--- config.mk ---
export PLATFORM = sky130hd
export DESIGN_NAME = arbitro_registro_condiviso
export DESIGN_NICKNAME = d
export VERILOG_FILES = /design/src/rtl/arbitro_pkg.sv /design/src/rtl/selettore_round_robin.sv /design/src/rtl/arbitro_registro_condiviso.sv
export SDC_FILE = /design/constraint.sdc
export NUM_CORES = 1
export LEC_CHECK = 0
export CORE_UTILIZATION = 39
export DETAILED_ROUTE_END_ITERATION = 7
export PLACE_DENSITY = 0.76
export SETUP_SLACK_MARGIN = 0.4
export SLEW_MARGIN = 20
export SYNTH_ARGS = -nofsm -noshare
export SYNTH_HDL_FRONTEND = slang
export SYNTH_SLANG_ARGS = --single-unit
--- constraint.sdc ---
create_clock -name ck -period 1.9 [get_ports ck]
set_clock_uncertainty 0.15 [all_clocks]
set_input_delay 0.57 -clock ck [delete_from_list [all_inputs] [get_ports ck]]
set_output_delay 0.57 -clock ck [all_outputs]
set_load 0.02 [all_outputs]
--- src/rtl/arbitro_pkg.sv ---
// Shared definitions for the shared-register arbiter: FSM encodings, the
// requester count and the default data width.
package arbitro_pkg;

  localparam int N_REQ         = 4;
  localparam int WIDTH_DEFAULT = 8;

  typedef enum logic [1:0] {
    IDLE     = 2'd0,
    CARICA   = 2'd1,
    TIENI    = 2'd2,
    RILASCIO = 2'd3
  } stato_t;

  function automatic logic [N_REQ-1:0] onehot(input logic [1:0] idx);
    onehot      = '0;
    onehot[idx] = 1'b1;
  endfunction

endpackage

--- src/rtl/selettore_round_robin.sv ---
// Combinational round-robin search: first requesting index at or after ptr,
// wrapping 3->0.
module selettore_round_robin
  import arbitro_pkg::*;
(
  input  logic [N_REQ-1:0] req,
  input  logic [1:0]       ptr,
  output logic [1:0]       winner,
  output logic             valid
);

  // Scanning from the farthest offset down lets the nearest requester win.
  always_comb begin
    logic [1:0] idx;
    winner = '0;
    valid  = 1'b0;
    idx    = '0;
    for (int off = N_REQ - 1; off >= 0; off--) begin
      idx = ptr + 2'(off);
      if (req[idx]) begin
        winner = idx;
        valid  = 1'b1;
      end
    end
  end

endmodule

--- src/rtl/arbitro_registro_condiviso.sv ---
// Round-robin arbiter granting one requester at a time the right to load a
// shared register; all state moves on the falling edge of ck.
module arbitro_registro_condiviso #(
  parameter int WIDTH       = arbitro_pkg::WIDTH_DEFAULT,
  parameter int N_REQ       = arbitro_pkg::N_REQ,
  parameter int HOLD_CYCLES = 2
) (
  input  logic                   ck,
  input  logic                   reset,
  input  logic [N_REQ-1:0]       req,
  input  logic [N_REQ*WIDTH-1:0] dati_in,
  output logic [N_REQ-1:0]       gnt,
  output logic [WIDTH-1:0]       q,
  output logic [1:0]             proprietario,
  output logic                   valido
);

  import arbitro_pkg::*;

  if (N_REQ != 4) begin : g_bad_n_req
    $error("arbitro_registro_condiviso supports only N_REQ = 4");
  end
  if (HOLD_CYCLES < 1 || HOLD_CYCLES > 15) begin : g_bad_hold
    $error("arbitro_registro_condiviso: HOLD_CYCLES must be 1..15");
  end

  localparam logic [3:0] CNT_INIT = 4'(HOLD_CYCLES - 1);

  stato_t           stato, stato_n;
  logic [1:0]       ptr, ptr_n;
  logic [3:0]       cnt, cnt_n;
  logic [N_REQ-1:0] gnt_n;
  logic [WIDTH-1:0] q_n;
  logic [1:0]       prop_n;
  logic             valido_n;
  logic [1:0]       sel_winner;
  logic             sel_valid;

  selettore_round_robin u_selettore (
    .req    (req),
    .ptr    (ptr),
    .winner (sel_winner),
    .valid  (sel_valid)
  );

  // proprietario doubles as the latched winner for the whole grant.
  always_comb begin
    stato_n  = stato;
    ptr_n    = ptr;
    cnt_n    = cnt;
    gnt_n    = gnt;
    q_n      = q;
    prop_n   = proprietario;
    valido_n = valido;
    case (stato)
      IDLE: begin
        if (sel_valid) begin
          stato_n = CARICA;
          gnt_n   = onehot(sel_winner);
          prop_n  = sel_winner;
        end
      end
      CARICA: begin
        if (req[proprietario]) begin
          q_n      = dati_in[int'(proprietario)*WIDTH +: WIDTH];
          valido_n = 1'b1;
          cnt_n    = CNT_INIT;
          stato_n  = TIENI;
        end else begin
          gnt_n   = '0;
          ptr_n   = proprietario + 2'd1;
          stato_n = IDLE;
        end
      end
      TIENI: begin
        if (!req[proprietario]) begin
          gnt_n   = '0;
          ptr_n   = proprietario + 2'd1;
          stato_n = IDLE;
        end else if (cnt == 4'd0) begin
          stato_n = RILASCIO;
        end else begin
          cnt_n = cnt - 4'd1;
        end
      end
      RILASCIO: begin
        gnt_n   = '0;
        ptr_n   = proprietario + 2'd1;
        stato_n = IDLE;
      end
      default: stato_n = IDLE;
    endcase
  end

  always_ff @(negedge ck) begin
    if (reset) begin
      stato        <= IDLE;
      ptr          <= '0;
      cnt          <= '0;
      gnt          <= '0;
      q            <= '0;
      proprietario <= '0;
      valido       <= 1'b0;
    end else begin
      stato        <= stato_n;
      ptr          <= ptr_n;
      cnt          <= cnt_n;
      gnt          <= gnt_n;
      q            <= q_n;
      proprietario <= prop_n;
      valido       <= valido_n;
    end
  end

endmodule
==> run metrics <==
unrepaired setup endpoints after global routing yes; max-cap violations 0; Setup CP Type primary input to flip-flop; VDD IR max 0.0003662 V; adder-cell area share of the yosys netlist 4.757%; critical path peak fanout 3; Yosys top cell area share between 30% and 40%; main combinational cell family by area after synthesis simple AND/OR/NAND/NOR gates; vias in the first global route 1,768; routing usage on met2 59.52%; Simple-Gate Fraction of Synth Area between 20% and 30%; die area 3608 um2; die span in x 60.07 um; post-route insts no fill slightly below 300; CP bufs+invs 1; Crit. End Element flip-flop; Synth Net Count 185; Starting DRT DRC Count 81; CP required 1100 ps; Worst-path clk slew 40 ps; I/O pins 53; met1 Use GR 30.16%; Crit-path slowest cell mux4_2; YS warnings 0; vias 1,610; DR DRC count 0; input/output buffers between 50 and 60; CTS root buf clkbuf_4; initial core utilization 42.04%; gr ovfl total 0; XOR/XNOR share of the synthesized area approximately 1.3%; Synth cell types 40; CP startpoint req[3]; Lkg Pwr between 1 and 1.5 nW; Die Ht 60.07 um; multi-input logic area roughly 1100 um2; Final GP Congestion 0.8380; initial antenna violation count 0; Synth area leader dfxtp_1; area grow syn2layout 98.76%; crit-path cells buf_6 > mux4_2 > a22o_4 > a311o_1 > o21ai_2; DRT Pass-1 Iters 4; Area contributors post-synth dfxtp_1, mux4_2, nand2_1; area of the core around 3100 um2; pin count of the biggest net entering global routing 13; count of pins over their slew limit 0; Avg Synthesized Cell Area 9.261 um2; number of fill cells 166; number of flops mapped to enable cells by yosys 0; clk sinks 23; Final WS setup -807.6 ps; Compound-Gate Fraction of Synth Area 17.22%; CTS buffer count 3; setup tns final -25,210 ps; layout net count 290; Max stage delay on crit path 500 ps; Worst-Skew Late Latency 410 ps; routed wire length 5.263 mm; Longest Clk Path Bufs 2; crit path DAT about 1900 ps; Tightest Pin Transition 472.0 ps; Mapped Cells 142; outcome finished, violations left; Pwr Density roughly 670 nW/um2; # rows 20; hpwl dp 3.018 mm; Final ANT Viol Nets 0; mux cell area share after synthesis 16.27%; gr usage total 30.93%; Synth async-reset ratio 0%; R2R Path Start proprietario[1]; met3 GRT Util 6.494%; first-pass GRT wire length 8.010 mm; ANT cells 0; Critical Path Stages 5; most used routing layer met2; routed len/inst 18.15 um; failing checks negative setup slack; Post-synth top flop dfxtp_1; CP top delay family compound AO/OA/AOI/OAI gates; Worst slew margin 67.72%; Synth Cell Area 1315 um2; hold crit path type flip-flop to flip-flop; sequential fraction of the synthesis area 35.01%; sequential cell area 511.7 um2; FF+latch count, synth 23; CTS tree yes; r2r endpoint gnt[2]; share of cells above drive strength 1 55.69%; cell depth of the worst flop-to-flop path 5; DP Cell Count 250; # H-tree levels 1; setup violators final 38; final hold violation count 0; CP endpoint gnt[2]; CP Launch Type primary input; via/cell ratio 5.552; worst reg-to-reg setup slack -230 ps
==> how the worst min path moves through the flow <==
stage	startpoint	end	slack [ps]	depth (start not counted)
floorplan	stato[1]	stato[1]	320	2
global placement	valido	valido	300	2
detailed placement	q[1]	q[1]	320	2
CTS	q[1]	q[1]	330	2
global route	q[1]	q[1]	360	2
finish	valido	valido	340	2
==> area by class of cell <==
cell class	instances	share of cell area [%]
Timing Repair Buffer	85	32.65
Multi-Input combinational cell	106	40.64
Inverter	5	0.7180
Clock buffer	3	0.8617
Clock inverter	24	3.447
Sequential cell	23	19.58
Tap cell	44	2.106
==> metal layers <==
metal  up-vias  part of all wire [%]
met4         0                   3.9
li1        739                     -
met3        20                   3.4
met2        67                    58
met1       784                    35
met5         -                     0
==> synth_stat cells, drive strengths merged, types with 2 or more instances <==
library cell / count
nand3: 2
o21bai: 2
ha: 5
o31ai: 2
dfxtp: 23
o21ai: 5
mux4: 9
clkbuf: 5
buf: 3
nand2: 22
inv: 6
a221oi: 2
a21oi: 12
or3: 2
nor2b: 4
nor3: 2
nand3b: 5
nand4: 3
a211oi: 3
nor2: 6
==> placed cells by master (no fill, tap or decap), types with 2 or more instances in the layout <==
master / instances
clkdlybuf4s50_1: 33
nor2_1: 3
nand3_2: 2
nor2b_4: 2
a211oi_2: 3
clkbuf_4: 3
o31ai_2: 2
buf_6: 26
nor3_1: 2
a21oi_2: 10
buf_8: 2
nand2_2: 12
a221oi_2: 2
o21ai_2: 3
mux4_2: 9
ha_1: 5
nand3b_1: 5
nand2_4: 2
dfxtp_1: 8
nand4_1: 3
dfxtp_4: 13
and2_4: 2
buf_4: 23
nand2_1: 7
dfxtp_2: 2
nor2_2: 3
inv_1: 29
==> timing repair <==
item | CTS | global route
cloned | 2 | 0
pin swaps | 15 | 10
endpoints found under the setup margin | 38 | 38
hold buffers | 0 | 0
resized for setup | 158 | 24
setup buffers | 5 | 7
==> logic make-up (layout without fill, tap and decap cells) <==
family                   count (synthesis)  in the layout
AND/OR/NAND/NOR                         54             55
adder cells (fa/ha/maj)                  5              5
AO/OA/AOI/OAI                           34             34
flip-flops                              23             23
buffers and inverters                   14            117
XOR/XNOR                                 2              2
multiplexers                            10             10
==> worst register-to-register path, stage by stage (launching register included) <==
cell and delay [ps]:
dfxtp_4 350, buf_4 210, mux4_2 570, a22o_4 290, a311o_1 320, o21ai_2 130
==> power breakdown <==
group	internal [mW]	total, mW	switching, mW	leakage (nW)
clock	0.139	0.444	0.304	0.142
combinational	0.401	0.742	0.341	0.745
sequential	0.523	0.559	0.0355	0.198
total	1.06	1.74	0.680	1.09
==> through the flow <==
| stage | setup slack (ps) | instance area, um2 | power [mW] | utilization (%) | hold slack [ps] |
|---|---|---|---|---|---|
| finish | -807.6 | 2614 | 1.745 | 83.56 | 336.4 |
| global route | -826.5 | 2614 | 1.850 | 83.56 | 360.6 |
| CTS | -827.7 | 2477 | 1.633 | 79.20 | 327.5 |
| detailed placement | -1589 | 2098 | 1.149 | 67.08 | 316.3 |
| global placement | -1533 | 2098 | 1.131 | 67.08 | 304.9 |
| floorplan | -1000 | 1423 | 0.9229 | - | 324.3 |
==> registers in the layout, indices dropped and copies added, names as in the netlist <==
| name | count |
|---|---|
| q | 8 |
| cnt | 4 |
| gnt | 4 |
| proprietario | 2 |
| ptr | 2 |
| stato | 2 |
| valido | 1 |
Power figures use the tool's default switching activity.
